**config.mk**
```make
export PLATFORM = sky130hd
export DESIGN_NAME = wide_add_sequencer_flat
export DESIGN_NICKNAME = d
export VERILOG_FILES = /design/src/rtl/wide_add_sequencer_if.sv /design/src/rtl/wide_add_sequencer.sv /design/src/flat_wrapper.sv
export SDC_FILE = /design/constraint.sdc
export NUM_CORES = 1
export LEC_CHECK = 0
export ABC_AREA = 0
export ABC_CLOCK_PERIOD_IN_PS = 3800
export BUFFER_PORTS_ARGS = -buffer_cell sky130_fd_sc_hd__buf_2
export CAP_MARGIN = 0
export CORE_MARGIN = 1.5
export CORE_UTILIZATION = 30
export CTS_BUF_LIST = sky130_fd_sc_hd__clkbuf_2
export CTS_CLUSTER_SIZE = 24
export DETAILED_ROUTE_END_ITERATION = 10
export PLACE_DENSITY = 0.46
export SYNTH_ARGS = -nofsm -noshare
export SYNTH_HDL_FRONTEND = slang
export SYNTH_SLANG_ARGS = --single-unit
```
**constraint.sdc**
```tcl
create_clock -name clk -period 3.8 [get_ports clk]
set_clock_uncertainty 0.2 [all_clocks]
set_input_delay 0.76 -clock clk [delete_from_list [all_inputs] [get_ports clk]]
set_output_delay 0.76 -clock clk [all_outputs]
set_load 0.03 [all_outputs]
```
**src/rtl/wide_add_sequencer_if.sv**
```systemverilog
// Request/result bundle for wide_add_sequencer: requester drives start/operands, the sequencer returns busy/done/sum/cout.
// With WIDE_ADD_SUB_EN defined, an extra sub request bit selects A - B.
interface wide_add_sequencer_if #(
  parameter int WIDTH = 4,
  parameter int WORDS = 4
);
  logic                   start;
  logic [WORDS*WIDTH-1:0] a;
  logic [WORDS*WIDTH-1:0] b;
  logic                   cin;
`ifdef WIDE_ADD_SUB_EN
  logic                   sub;
`endif
  logic                   busy;
  logic                   done;
  logic [WORDS*WIDTH-1:0] sum;
  logic                   cout;
  logic                   dbg_state;

  // Handshake: start is a request honoured only while busy=0 (state IDLE); done is a
  // one-cycle valid for sum/cout, and the requester is always ready to take it.
  modport master (
`ifdef WIDE_ADD_SUB_EN
    output sub,
`endif
    output start, a, b, cin,
    input  busy, done, sum, cout, dbg_state
  );

  modport slave (
`ifdef WIDE_ADD_SUB_EN
    input  sub,
`endif
    input  start, a, b, cin,
    output busy, done, sum, cout, dbg_state
  );
endinterface

```
**src/rtl/wide_add_sequencer.sv**
```systemverilog
// Multi-precision adder: one WIDTH-bit slice reused over WORDS cycles with carry chained between words.
// Optional subtract mode under macro WIDE_ADD_SUB_EN (B inverted, initial carry forced to 1).
module wide_add_sequencer #(
  parameter int WIDTH = 4,
  parameter int WORDS = 4
) (
  input  logic                 clk,
  input  logic                 rst,
  wide_add_sequencer_if.slave  bus
);
  localparam int IDX_W = (WORDS > 1) ? $clog2(WORDS) : 1;
  localparam int OP_W  = WORDS * WIDTH;

  typedef enum logic {IDLE = 1'b0, ADD = 1'b1} state_t;

  state_t            state_q, state_d;
  logic [OP_W-1:0]   a_q, a_d;
  logic [OP_W-1:0]   b_q, b_d;
  logic [OP_W-1:0]   partial_q, partial_d;
  logic [OP_W-1:0]   sum_q, sum_d;
  logic [IDX_W-1:0]  idx_q, idx_d;
  logic              carry_q, carry_d;
  logic              busy_q, busy_d;
  logic              done_q, done_d;
  logic              cout_q, cout_d;

  logic [WIDTH-1:0]  a_word;
  logic [WIDTH-1:0]  b_word;
  logic [WIDTH:0]    slice;
  logic              b_inv;
  logic              carry_init;

  always_comb begin
    b_inv      = 1'b0;
    carry_init = bus.cin;
`ifdef WIDE_ADD_SUB_EN
    if (bus.sub) begin
      b_inv      = 1'b1;
      carry_init = 1'b1;
    end
`endif

    a_word = a_q[idx_q*WIDTH +: WIDTH];
    b_word = b_q[idx_q*WIDTH +: WIDTH];
    // Carry-out of the slice lands in the extra top bit.
    slice  = {1'b0, a_word} + {1'b0, b_word} + {{WIDTH{1'b0}}, carry_q};

    state_d   = state_q;
    a_d       = a_q;
    b_d       = b_q;
    partial_d = partial_q;
    sum_d     = sum_q;
    idx_d     = idx_q;
    carry_d   = carry_q;
    busy_d    = busy_q;
    done_d    = 1'b0;
    cout_d    = cout_q;

    case (state_q)
      IDLE: begin
        if (bus.start) begin
          a_d     = bus.a;
          b_d     = b_inv ? ~bus.b : bus.b;
          carry_d = carry_init;
          idx_d   = '0;
          busy_d  = 1'b1;
          state_d = ADD;
        end
      end
      ADD: begin
        partial_d[idx_q*WIDTH +: WIDTH] = slice[WIDTH-1:0];
        carry_d = slice[WIDTH];
        idx_d   = idx_q + 1'b1;
        if (idx_q == IDX_W'(WORDS - 1)) begin
          sum_d   = partial_d;
          cout_d  = slice[WIDTH];
          done_d  = 1'b1;
          busy_d  = 1'b0;
          state_d = IDLE;
        end
      end
      default: state_d = IDLE;
    endcase
  end

  always_ff @(posedge clk or negedge rst) begin
    if (!rst) begin
      state_q   <= IDLE;
      a_q       <= '0;
      b_q       <= '0;
      partial_q <= '0;
      sum_q     <= '0;
      idx_q     <= '0;
      carry_q   <= 1'b0;
      busy_q    <= 1'b0;
      done_q    <= 1'b0;
      cout_q    <= 1'b0;
    end else begin
      state_q   <= state_d;
      a_q       <= a_d;
      b_q       <= b_d;
      partial_q <= partial_d;
      sum_q     <= sum_d;
      idx_q     <= idx_d;
      carry_q   <= carry_d;
      busy_q    <= busy_d;
      done_q    <= done_d;
      cout_q    <= cout_d;
    end
  end

  assign bus.busy      = busy_q;
  assign bus.done      = done_q;
  assign bus.sum       = sum_q;
  assign bus.cout      = cout_q;
  assign bus.dbg_state = state_q;
endmodule

```
**src/flat_wrapper.sv**
```systemverilog
// flat-port wrapper written by rule: the top's interface ports become plain ports
module wide_add_sequencer_flat 
#(
  parameter int WIDTH = 4,
  parameter int WORDS = 4
)
  (clk, rst, bus_start, bus_a, bus_b, bus_cin, bus_busy, bus_done, bus_sum, bus_cout, bus_dbg_state);
  wide_add_sequencer_if #(.WIDTH(WIDTH), .WORDS(WORDS)) bus_i ();
  input  logic clk;
  input  logic rst;
  input wire logic [$bits(bus_i.start)-1:0] bus_start;
  input wire logic [$bits(bus_i.a)-1:0] bus_a;
  input wire logic [$bits(bus_i.b)-1:0] bus_b;
  input wire logic [$bits(bus_i.cin)-1:0] bus_cin;
  output wire logic [$bits(bus_i.busy)-1:0] bus_busy;
  output wire logic [$bits(bus_i.done)-1:0] bus_done;
  output wire logic [$bits(bus_i.sum)-1:0] bus_sum;
  output wire logic [$bits(bus_i.cout)-1:0] bus_cout;
  output wire logic [$bits(bus_i.dbg_state)-1:0] bus_dbg_state;
  assign bus_i.start = bus_start;
  assign bus_i.a = bus_a;
  assign bus_i.b = bus_b;
  assign bus_i.cin = bus_cin;
  assign bus_busy = bus_i.busy;
  assign bus_done = bus_i.done;
  assign bus_sum = bus_i.sum;
  assign bus_cout = bus_i.cout;
  assign bus_dbg_state = bus_i.dbg_state;
  wide_add_sequencer #(.WIDTH(WIDTH), .WORDS(WORDS)) u_core (.clk(clk), .rst(rst), .bus(bus_i));
endmodule
```
; ---- After elaboration in Yosys (flattened, before gate mapping)
; Index checks and enable logic that the tools add are counted.
[op_classes]
bitwise_logic = 1
shift = 4
addsub = 4
eq_ne = 3
reduce_logical = 3
n_mux = 13
[op_table]
columns = op, count
row1 = 4-bit negation with 34-bit output, 1
row2 = 4-bit by 34-bit variable shift with 16-bit output (first input constant), 1
row3 = 4-bit by 34-bit indexed part select with 16-bit output, 1
row4 = 16-bit by 5-bit indexed part select with 4-bit output, 2
row5 = 16-bit bitwise mux, 1
row6 = 1-bit 2-to-1 mux, 7
row7 = 1-bit one-hot mux with 2 select lines, 3
row8 = 2-bit AND reduction, 3
row9 = 4-bit by 4-bit adder with 5-bit output, 1
row10 = 5-bit by 1-bit adder with 5-bit output, 1
row11 = 2-bit inequality test (second input constant), 2
row12 = 2-bit one-hot mux with 2 select lines, 1
row13 = 2-bit by 1-bit adder with 2-bit output (second input constant), 1
row14 = 2-bit equality test (second input constant), 1
row15 = 2-bit 2-to-1 mux, 1
row16 = 1-bit inverter, 1
[word_totals]
reg_bits = 71
inputBits = 36
out_inout_bits = 20

; ---- Logic depth before layout (Yosys ltp)
; Gate-level depths: netlist of the first run.
[depth]
depth_word = 5
mapped_depth = 8

; ---- Worst setup path before layout of the first run
; OpenSTA, ideal clock, no wires.
[synth_path]
path_type = reg2reg
startpoint = reg u_core.idx_q[0]
endpoint = reg u_core.partial_q[13]
setup_slack_ns = 1.150
t_arrival_ns = 2.384
synth_period_minus_slack_ns = 2.650
stages_incl_launch_ff = 8
setup_time_ns = 0.066
t_required_ns = 3.534
path_cell_list = dfrtp_1 -> buf_6 -> mux4_2 -> fa_1 -> inv_1 -> fa_1 -> nor2b_1 -> a22o_1
[synth_via]
elab_chain_len = 5
[synth_rtl]
columns = element, line_no
row1 = "start, declared", wide_add_sequencer.sv:21  ; logic [IDX_W-1:0] idx_q, idx_d;
row2 = "start signal, assigned", wide_add_sequencer.sv:104  ; idx_q <= idx_d;
row3 = "16-bit by 5-bit indexed part select with 4-bit output, on equally long branches", "wide_add_sequencer.sv:43, wide_add_sequencer.sv:44"
row4 = 4-bit by 4-bit adder with 5-bit output, wide_add_sequencer.sv:46  ; slice = {1'b0, a_word} + {1'b0, b_word} + {{WIDTH{1'b0}}, carry_q};
row5 = 5-bit by 1-bit adder with 5-bit output, wide_add_sequencer.sv:46
row6 = 4-bit by 34-bit indexed part select with 16-bit output, wide_add_sequencer.sv:71  ; partial_d[idx_q*WIDTH +: WIDTH] = slice[WIDTH-1:0];
row7 = 16-bit bitwise mux *, wide_add_sequencer.sv:71
row8 = "end signal, assigned", wide_add_sequencer.sv:102  ; partial_q <= partial_d;
row9 = "end, declared", wide_add_sequencer.sv:19  ; logic [OP_W-1:0] partial_q, partial_d;
; Every way passes the cells marked *; elsewhere a longest branch is shown, timed or not.
; A chain may end at the register's enable or synchronous reset.

; ---- Worst setup path after layout of the first run
[layout_path]
startpoint = reg u_core.idx_q[0]
endpoint = reg u_core.partial_q[5]
; The elaborated chain is that of the path after synthesis.

==> results.ini, run 1 <==
[synthesis]
synth_compound_area_share_pct=11.66
ys_seq_elements=71
synthSimpleGateAreaFrac_pct=11.73
synth_flop_cell=dfrtp_1
synthArstFlopShare_pct=100.0
synth_top_family_by_area=multiplexers
syn_area_mm2=0.003477
synthDistinctLibCells=34
synth_edf_count=0
yosysSeqAreaShare_pct=51.10
synth_fa_ha_area_share_pct=4.390
avgSynthCellArea_um2=12.55
ys_warn_count=0
synthesis.nets=324
syn_inst=277
synth_xor_area_share_pct=0.2519
muxShareOfSynthArea_pct=15.87

[cts]
ctsHoldBuffers=0
clockRootBuffer=clkbuf_2
cts_tree=yes
clkLatencyLatePin_ns=0.51
cts_htree_levels=3
numCtsBuffers=9
clock_path_buffers=2
post_cts_resized=0
post-cts-setup-buffers=0
clk_pin_slew_ns=0.22
clkSinkCount=71

[worst_setup_path]
end_kind=flop
arrival_ns=3.18
critical_path_peak_fanout=7
r2r_start=u_core.idx_q[0]
rrSetupSlack_ns=0.86
critical_path_class=flop to flop
startpoint_type=flop
required_ns=4.05
rr_endpoint=u_core.partial_q[5]
reg2reg_depth=6

[cells_and_area]
diodes=0
fillCellCount=1165
fin_nets=378
multi_input_area_mm2=0.001529
area_growth_pct=15.33
layout-drive-gt1-share_pct=36.42
register_area_mm2=0.001777

[placement]
dp_hpwl_um=5267
dpl_worst_slack_ns=0.8564
place_congestion=0.6833
io_buffers=55

[timing]
finalWorstSetupSlack_ns=0.8648
setup_viol=0
maxSlewHeadroom_pct=56.06
finalCritPeriodShare_pct=77.24
hold_violations=0
rsz0062_at_grt=false
finalMaxSlewViolations=0
fin_crit_ns=2.935
max_freq_mhz=340.7
finalSetupTns_ns=0
tightest_slew_ns=0.6561

[routing]
drc=0
drtIter0Drc=69
vias=2372
ant_nets=0
routedWlPerCell_um=15.75
vias_per_cell=4.962
wl_um=7528
dr.pass1.iters=4

[global_routing]
track_usage_pct=13.07
antenna_found_initial=0
grt_max_degree=72
grt_pass1_wl_um=12610
grt_pass1_vias=2435
overflow=0

[floorplan]
num_rows=39
start_util_pct=30.58
dieHeight_um=110.7
ios=56
die_area_mm2=0.01225
core_mm2=0.01137
die_x_um=110.7

[pwr]
power.density_mw_per_mm2=999.9
p_leak_nw=1.855
worst_ir_drop_vdd_uv=389.3

[run]
drv_cap=0

[min_path]
hold_path_class=input pin to async pin

[run_status]
status=completed

[registers in the layout (all words and copies together) (netlist names)]
register              flops
u_core.bus.sum           16
u_core.partial_q         16
u_core.bus.cout           1
u_core.idx_q              2
u_core.a_q               16
u_core.b_q               16
u_core.bus.busy           1
u_core.bus.dbg_state      1
u_core.bus.done           1
u_core.carry_q            1
[logic make-up (layout without fill, tap and decap cells)]
group	after synthesis	in the layout
compound gates	58	58
xor+xnor	1	1
fa+ha+maj	11	11
buf+inv	27	85
flops	71	71
mux	41	41
simple gates	68	68
[critical path, stage by stage (launching register included)]
cell	delay (ns)
dfrtp_1	0.65
mux4_2	0.58
fa_1	0.42
inv_1	0.08
fa_1	0.43
nor2b_1	0.32
a22o_1	0.20
[routing by layer]
| layer | track usage [%] | share of wire [%] | vias up |
|---|---|---|---|
| met5 | 0 | 0 | - |
| met4 | 4.530 | 1.4 | 0 |
| met2 | 20.21 | 47 | 54 |
| met1 | 17.37 | 46 | 1191 |
| li1 | - | - | 1118 |
| met3 | 4.101 | 5.3 | 9 |
[where the power goes]
group | internal, mW | switching [mW]
Sequential | 1.07 | 0.213
Clock | 0.279 | 0.273
Combinational | 0.896 | 1.28
[worst max path at each step]
stage                           endpoint  slack [ns]            start
detailed placement  u_core.partial_q[13]        0.86  u_core.idx_q[0]
CTS                  u_core.partial_q[5]        0.81  u_core.idx_q[0]
global placement    u_core.partial_q[13]        0.97  u_core.idx_q[0]
global route         u_core.partial_q[5]        0.71  u_core.idx_q[0]
finish               u_core.partial_q[5]        0.86  u_core.idx_q[0]
floorplan           u_core.partial_q[13]        1.15  u_core.idx_q[0]
[cells in the mapped netlist (8+ instances only)]
cell type	number	area (um2)
mux2_2	30	337.8
nand2_1	22	82.58
nand3_1	8	40.04
o211ai_1	8	60.06
ha_1	9	112.6
dfrtp_1	71	1777
nor2b_1	17	106.4
o21ai_0	13	65.06
a21oi_1	16	80.08
a32o_1	8	80.08
mux4_2	8	180.2
inv_1	8	30.03
[layout make-up]
type                            instances  share of cell area, %
Clock buffer                            9                  1.123
Timing Repair Buffer                   62                  8.487
Tap cell                              143                  4.462
Clock inverter                          6                  2.746
Sequential cell                        71                  44.31
Multi-Input combinational cell        179                  38.13
Inverter                                8                 0.7488
[cells in the final DEF (no fill, tap or decap), drive strengths merged, types with 3 or more instances in the layout]
cell     synthesis  routed
and4b            5       5
mux2            33      33
nand3            8       8
a22o             4       4
mux4             8       8
clkbuf           1       9
bufinv           0       3
o21ai           13      13
buf             18      62
nand4bb          4       4
o211ai          12      12
nor2b           17      17
dfrtp           71      71
a21oi           16      16
ha               9       9
a32o             8       8
nor2             5       5
inv              8       8
nand2           22      22
[through the flow]
step,area (um2),utilization [%],total power [mW],instances,hold slack (ns)
finish,4010,35.27,4.010,478,0.01481
global placement,3855,33.91,3.489,463,0.2563
detailed placement,3855,33.91,3.514,463,0.2684
CTS,4010,35.27,4.083,478,0.009336
global route,4010,35.27,4.326,478,0.008049
floorplan,3477,-,2.906,277,0.2500
Power figures use the tool's default switching activity.
==> inputs of run 2 (changes only) <==
--- a/config.mk
+++ b/config.mk
@@ -5,8 +5,8 @@
 export SDC_FILE = /design/constraint.sdc
 export NUM_CORES = 1
 export LEC_CHECK = 0
-export ABC_AREA = 0
-export ABC_CLOCK_PERIOD_IN_PS = 3800
+export ABC_AREA = 1
+export ABC_CLOCK_PERIOD_IN_PS = 2700
 export BUFFER_PORTS_ARGS = -buffer_cell sky130_fd_sc_hd__buf_2
 export CAP_MARGIN = 0
 export CORE_MARGIN = 1.5
@@ -14,7 +14,7 @@
 export CTS_BUF_LIST = sky130_fd_sc_hd__clkbuf_2
 export CTS_CLUSTER_SIZE = 24
 export DETAILED_ROUTE_END_ITERATION = 10
-export PLACE_DENSITY = 0.46
+export PLACE_DENSITY = 0.48
 export SYNTH_ARGS = -nofsm -noshare
 export SYNTH_HDL_FRONTEND = slang
 export SYNTH_SLANG_ARGS = --single-unit
==> constraint.sdc (replaced) <==
create_clock -name clk -period 2.7 [get_ports clk]
set_clock_uncertainty 0.2 [all_clocks]
set_input_delay 0.54 -clock clk [delete_from_list [all_inputs] [get_ports clk]]
set_output_delay 0.54 -clock clk [all_outputs]
set_load 0.03 [all_outputs]
==> results.ini, run 2 <==
[worst_setup_path]
path_cells=buf_12 -> o21ai_0 -> o22ai_1 -> fa_2 -> inv_1 -> fa_2 -> o32ai_1 -> nand2_1 -> o21ai_0
startpoint_type=flop
critical_path_class=flop to flop
end_kind=flop
cpMaxStageDelayCell=dfrtp_2
cpPeakStageDelay_ns=0.49  ; -0.16 ns
arrival_ns=2.82  ; -0.36 ns
required_ns=2.92  ; -1.13 ns
critical_path_peak_fanout=14  ; +7

[routing]
vias=2853  ; +20%
drc=0  ; unchanged
vias_per_cell=4.437  ; -11%
wl_um=8366  ; +11%
routedWlPerCell_um=13.01  ; -17%
ant_nets=0  ; unchanged
dr.pass1.iters=4  ; unchanged
drtIter0Drc=73  ; +5.8%

[global_routing]
track_usage_pct=15.14  ; +2.1 points
grt_max_degree=72  ; unchanged
use_met1_pct=19.05  ; +1.7 points
met2_usage_pct=26.06  ; +5.8 points
grt_pass1_wl_um=13840  ; +9.8%
busiest_layer=met2
grt_use_met3_pct=3.228  ; -0.87 points
overflow=0  ; unchanged
grt_pass1_vias=2884  ; +18%
antenna_found_initial=0  ; unchanged

[placement]
placed_area_mm2=0.003816  ; -1.0%
io_buffers=55  ; unchanged
dp_cells=601  ; +30%
place_congestion=0.7694  ; +13%
dp_hpwl_um=5756  ; +9.3%

[cells_and_area]
fin_nets=545  ; +44%
area_growth_pct=24.93
diodes=0  ; unchanged
register_area_mm2=0.001778  ; about the same
final_common_cell=nand2_1
mostFrequentLayoutCells=nand2_1, dfrtp_1, buf_2
multi_input_area_mm2=0.001373  ; -10%
instances_no_fill=643  ; +35%
final_area_mm2=0.004183  ; +4.3%
fillCellCount=1182  ; +1.5%
layout-drive-gt1-share_pct=18.89  ; -18 points

[timing]
max_freq_mhz=385.1  ; +13%
hold_violations=0  ; unchanged
finalMaxSlewViolations=0  ; unchanged
tightest_slew_ns=0.5402  ; -0.1159 ns
maxSlewHeadroom_pct=63.93  ; +7.9 points
finalCritPeriodShare_pct=96.19  ; +19 points
setup_viol=0  ; unchanged
fin_hold_ws_ns=0.03387  ; +0.01906 ns
fin_crit_ns=2.597  ; -0.3381 ns
rsz0062_at_grt=true

[synthesis]
ys_top_cells_by_count=nand2_1, dfrtp_1, inv_1
ys_seq_elements=71  ; unchanged
avgSynthCellArea_um2=8.127  ; -35%
yosysMostFrequentCell=nand2_1
ys_warn_count=0  ; unchanged
synthDistinctLibCells=25  ; -26%
synthesis.nets=459  ; +42%
syn_inst=412  ; +49%
synth_top_area_share_pct=53.06  ; +2.0 points
yosysSeqAreaShare_pct=53.06  ; +2.0 points
synth_edf_count=0  ; unchanged
yosys-top-cells-area=dfrtp_1, nand2_1, o21ai_0
synth_flop_cell=dfrtp_1
syn_area_mm2=0.003348  ; -3.7%
synthArstFlopShare_pct=100.0  ; unchanged
yosysTopAreaCell=dfrtp_1

[min_path]
hold_path_class=input pin to flop

[floorplan]
die_x_um=108.6  ; -1.8%
num_rows=38  ; -2.6%
start_util_pct=30.89  ; +0.30 points
ios=56  ; unchanged
dieHeight_um=108.6  ; -1.8%
die_area_mm2=0.01180  ; -3.6%
core_mm2=0.01084  ; -4.7%

[run]
drv_cap=0  ; unchanged

[run_status]
status=completed

[cts]
numCtsBuffers=9  ; unchanged
clkSinkCount=71  ; unchanged
clock_path_buffers=2  ; unchanged
cts_htree_levels=3  ; unchanged
post-cts-setup-buffers=0  ; unchanged
clk_pin_slew_ns=0.19  ; -0.03 ns
clockRootBuffer=clkbuf_2
clkLatencyLatePin_ns=0.49  ; -0.02 ns
cts_tree=yes

[pwr]
power.density_mw_per_mm2=1215  ; +22%
worst_ir_drop_vdd_uv=399.0  ; +2.5%
finalPower_mw=5.084  ; +27%
p_leak_nw=2.215  ; +19%

[run 2: changes by cell type in the layout (fill, tap and decap cells not counted), moves of 12 or more]
cell	before	now
nor2_1	5	17
inv_1	8	30
nand2_1	22	195
mux2_2	30	0
nor2b_1	16	0
dlygate4sd3_1	0	26
o22ai_1	0	14
o21ai_0	13	26
a21oi_1	16	3
[run 2: metrics by stage]
step                setup TNS, ns  util [%]  setup WS [ns]
finish                          0     38.58         0.1030
global route             -0.07040     38.58       -0.03293
CTS                             0     38.39        0.03420
detailed placement              0     35.20        0.05365
global placement                0     35.20         0.1216
floorplan                       0         -         0.1138
[run 2: layout make-up]
cell class | count | share of cell area, %
Timing Repair Buffer | 92 | 15.38
Clock inverter | 7 | 0.9572
Sequential cell | 71 | 42.51
Clock buffer | 9 | 1.077
Multi-Input combinational cell | 291 | 32.81
Tap cell | 140 | 4.188
Inverter | 33 | 3.081
[run 2: routing by layer]
layer	part of all wire, %	routed length (um)
met4	0.60	50
met3	2.9	242
met2	48	4047
met5	0	0
met1	48	4026
[run 2: cells by family (layout without fill, tap and decap cells)]
family | Yosys count | count (layout) | share of synthesized area, %
and+or+nand+nor | 228 | 228 | 26.83
DFF | 71 | 71 | 53.06
adders and majority gates | 11 | 11 | 4.559
buffers and inverters | 50 | 141 | 6.540
AOI/OAI and AO/OA | 52 | 52 | 9.006
[run 2: what timing repair did]
| action | in CTS | in global routing |
|---|---|---|
| setup endpoints to repair | 0 | 13 |
| hold endpoints to repair | 96 | 0 |
| hold buffers | 26 | 0 |
| gates resized for setup | 0 | 6 |
[run 2: power by group]
group          internal (mW)  switching [mW]  leakage [nW]
registers               1.51           0.265         0.923
clock network          0.111           0.385        0.0488
logic                  0.998            1.81          1.24
[run 2: final timing paths]
check / startpoint / to / slack (ns) / depth (start not counted)
max in group asynchronous: rst / u_core.idx_q[0] / 1.58 / 3
worst max register to register: u_core.idx_q[0] / u_core.partial_q[9] / 0.10 / 9
worst min-delay path: bus_b[4] / u_core.b_q[4] / 0.03 / 3
worst min register to register: u_core.bus.sum[1] / u_core.bus.sum[1] / 0.30 / 2
worst max-delay path: u_core.idx_q[0] / u_core.partial_q[9] / 0.10 / 9
min in group asynchronous: rst / u_core.partial_q[12] / 0.32 / 3
[run 2: critical path: cells and delay by family (launching register included)]
family          cells  cell delay [ns]
compound gates      4             0.69
flops               1             0.49
buf+inv             2             0.23
fa+ha+maj           2             0.84
simple gates        1             0.08
==> inputs of run 3 (changes only) <==
--- a/config.mk
+++ b/config.mk
@@ -9,12 +9,16 @@
 export ABC_CLOCK_PERIOD_IN_PS = 2700
 export BUFFER_PORTS_ARGS = -buffer_cell sky130_fd_sc_hd__buf_2
 export CAP_MARGIN = 0
+export CELL_PAD_IN_SITES_DETAIL_PLACEMENT = 1
+export CELL_PAD_IN_SITES_GLOBAL_PLACEMENT = 1
 export CORE_MARGIN = 1.5
 export CORE_UTILIZATION = 30
 export CTS_BUF_LIST = sky130_fd_sc_hd__clkbuf_2
+export CTS_CLUSTER_DIAMETER = 50
 export CTS_CLUSTER_SIZE = 24
 export DETAILED_ROUTE_END_ITERATION = 10
-export PLACE_DENSITY = 0.48
+export GPL_TIMING_DRIVEN = 0
+export PLACE_DENSITY = 0.61
 export SYNTH_ARGS = -nofsm -noshare
 export SYNTH_HDL_FRONTEND = slang
 export SYNTH_SLANG_ARGS = --single-unit
==> results.ini, run 3 (synthesized netlist as in run 2, its figures left out) <==
[cts]
cts_htree_levels=3  ; unchanged
clkSinkCount=71  ; unchanged
numCtsBuffers=9  ; unchanged
clockRootBuffer=clkbuf_2
clkLatencyLatePin_ns=0.54  ; +0.05 ns
clock_path_buffers=2  ; unchanged
cts_tree=yes
clk_pin_slew_ns=0.20  ; about the same

[floorplan]
num_rows=38  ; unchanged
die_area_mm2=0.01180  ; unchanged
dieHeight_um=108.6  ; unchanged
ios=56  ; unchanged
start_util_pct=30.89  ; unchanged
core_mm2=0.01084  ; unchanged
die_x_um=108.6  ; unchanged

[worst_setup_path]
critical_path_class=flop to flop
cpMaxStageDelayCell=fa_2
required_ns=2.96  ; +0.04 ns
startpoint_type=flop
path_delay_family=adder cells
cpPeakStageDelay_ns=0.48  ; about the same
critical_path_peak_fanout=5  ; -9
arrival_ns=2.96  ; +0.14 ns
path_cells=buf_6 -> buf_8 -> o21ai_2 -> o22ai_2 -> fa_2 -> inv_2 -> fa_2 -> nor2_2 -> nand2_2 -> o22ai_2 -> nand2_1 -> o21ai_1
end_kind=flop
path_buf_inv=3  ; +1

[routing]
vias=3116  ; +9.2%
vias_per_cell=4.644  ; +4.7%
routedWlPerCell_um=14.62  ; +12%
wl_um=9811  ; +17%
dr.pass1.iters=4  ; unchanged
drtIter0Drc=84  ; +15%
ant_nets=0  ; unchanged
drc=0  ; unchanged

[cells_and_area]
multi_input_area_mm2=0.001480  ; +7.8%
fillCellCount=1313  ; +11%
area_growth_pct=38.45
register_area_mm2=0.001778  ; unchanged
mostFrequentLayoutCells=nand2_1, dfrtp_1, buf_2
layout-drive-gt1-share_pct=24.86  ; +6.0 points
utilization_pct=42.76  ; +4.2 points
diodes=0  ; unchanged
fin_nets=573  ; +5.1%
final_area_mm2=0.004636  ; +11%
final_common_cell=nand2_1

[placement]
place_congestion=0.8183  ; +6.4%
dpl_worst_slack_ns=-0.3969  ; -0.4505 ns
io_buffers=55  ; unchanged
dp_hpwl_um=6621  ; +15%
placed_area_mm2=0.003829  ; +0.33%

[timing]
setup_viol=0  ; unchanged
finalCritPeriodShare_pct=99.89  ; +3.7 points
fin_hold_ws_ns=0.05261  ; +0.01874 ns
rsz0062_at_grt=true
finalMaxSlewViolations=0  ; unchanged
fin_crit_ns=2.697  ; +0.09995 ns
hold_violations=0  ; unchanged
tightest_slew_ns=0.5427  ; +0.002462 ns
finalWorstSetupSlack_ns=0.003004  ; -0.09995 ns
max_freq_mhz=370.8  ; -3.7%
maxSlewHeadroom_pct=63.82  ; -0.11 points

[global_routing]
grt_pass1_wl_um=16050  ; +16%
overflow=0  ; unchanged
track_usage_pct=17.93  ; +2.8 points
grt_max_degree=46  ; -36%
grt_pass1_vias=3230  ; +12%
antenna_found_initial=0  ; unchanged

[min_path]
hold_path_class=input pin to flop

[run]
drv_cap=0  ; unchanged

[pwr]
finalPower_mw=6.161  ; +21%
p_leak_nw=2.427  ; +9.5%
worst_ir_drop_vdd_uv=485.5  ; +22%
power.density_mw_per_mm2=1329  ; +9.3%

[run_status]
status=completed

run 3: cell types whose count changed in the layout (fill, tap and decap cells not counted), moves of 4 or more:
cell,before,now
buf_2,55,63
dlygate4sd3_1,26,33
o21ai_0,26,20
o22ai_1,14,8
buf_4,9,14
o22ai_2,2,7
bufinv_16,0,4
nor2_1,17,13
run 3: routing by layer:
layer / up-vias / share of wire [%] / global-route usage, %
met3: 9 / 3.0 / 4.543
met2: 50 / 51 / 31.76
li1: 1531 / - / -
met4: 0 / 0.72 / 3.383
met1: 1526 / 45 / 22.14
met5: - / 0 / 0
run 3: worst paths after layout:
path,startpoint,endpoint,slack (ns),depth (start not counted)
worst max-delay path,u_core.idx_q[0],u_core.partial_q[13],0.003,12
worst min-delay path,bus_cin,u_core.carry_q,0.05,3
worst max register to register,u_core.idx_q[0],u_core.partial_q[13],0.003,12
worst min register to register,u_core.bus.sum[11],u_core.bus.sum[11],0.30,2
max in group asynchronous,rst,u_core.bus.dbg_state,1.51,3
min in group asynchronous,rst,u_core.bus.sum[6],0.22,2
run 3: layout make-up:
type / instances / share of cell area [%]
well taps: 140 / 3.779
plain buffers: 17 / 2.699
clock inverters: 6 / 2.861
repair buffers: 103 / 16.36
inverters: 33 / 2.942
flip-flops and latches: 71 / 38.35
multi-input cells: 291 / 31.93
clock buffers: 10 / 1.080
run 3: worst min-delay path, delay by kind of cell:
kind | cells | cell delay, ns
and+or+nand+nor | 2 | 0.13
buffers and inverters | 1 | 0.09
run 3: what timing repair did:
item,in CTS,in global routing
cloned,0,1
buffers inserted,8,5
pin swaps,9,7
endpoints found under the hold margin,58,0
resized for setup,34,12
hold buffers,33,0
endpoints found under the setup margin,18,21
run 3: metrics by stage:
| step | std cells | setup TNS, ns |
|---|---|---|
| floorplan | 412 | 0 |
| global route | 671 | -1.005 |
| finish | 671 | 0 |
| CTS | 665 | -0.02129 |
| global placement | 607 | -3.846 |
| detailed placement | 608 | -4.912 |
run 3: power by group:
group | total [mW] | leakage (nW) | internal [mW] | switching [mW]
combinational | 3.49 | 1.40 | 1.34 | 2.15
sequential | 1.76 | 0.923 | 1.51 | 0.250
clock | 0.906 | 0.104 | 0.494 | 0.412
total | 6.16 | 2.43 | 3.35 | 2.81
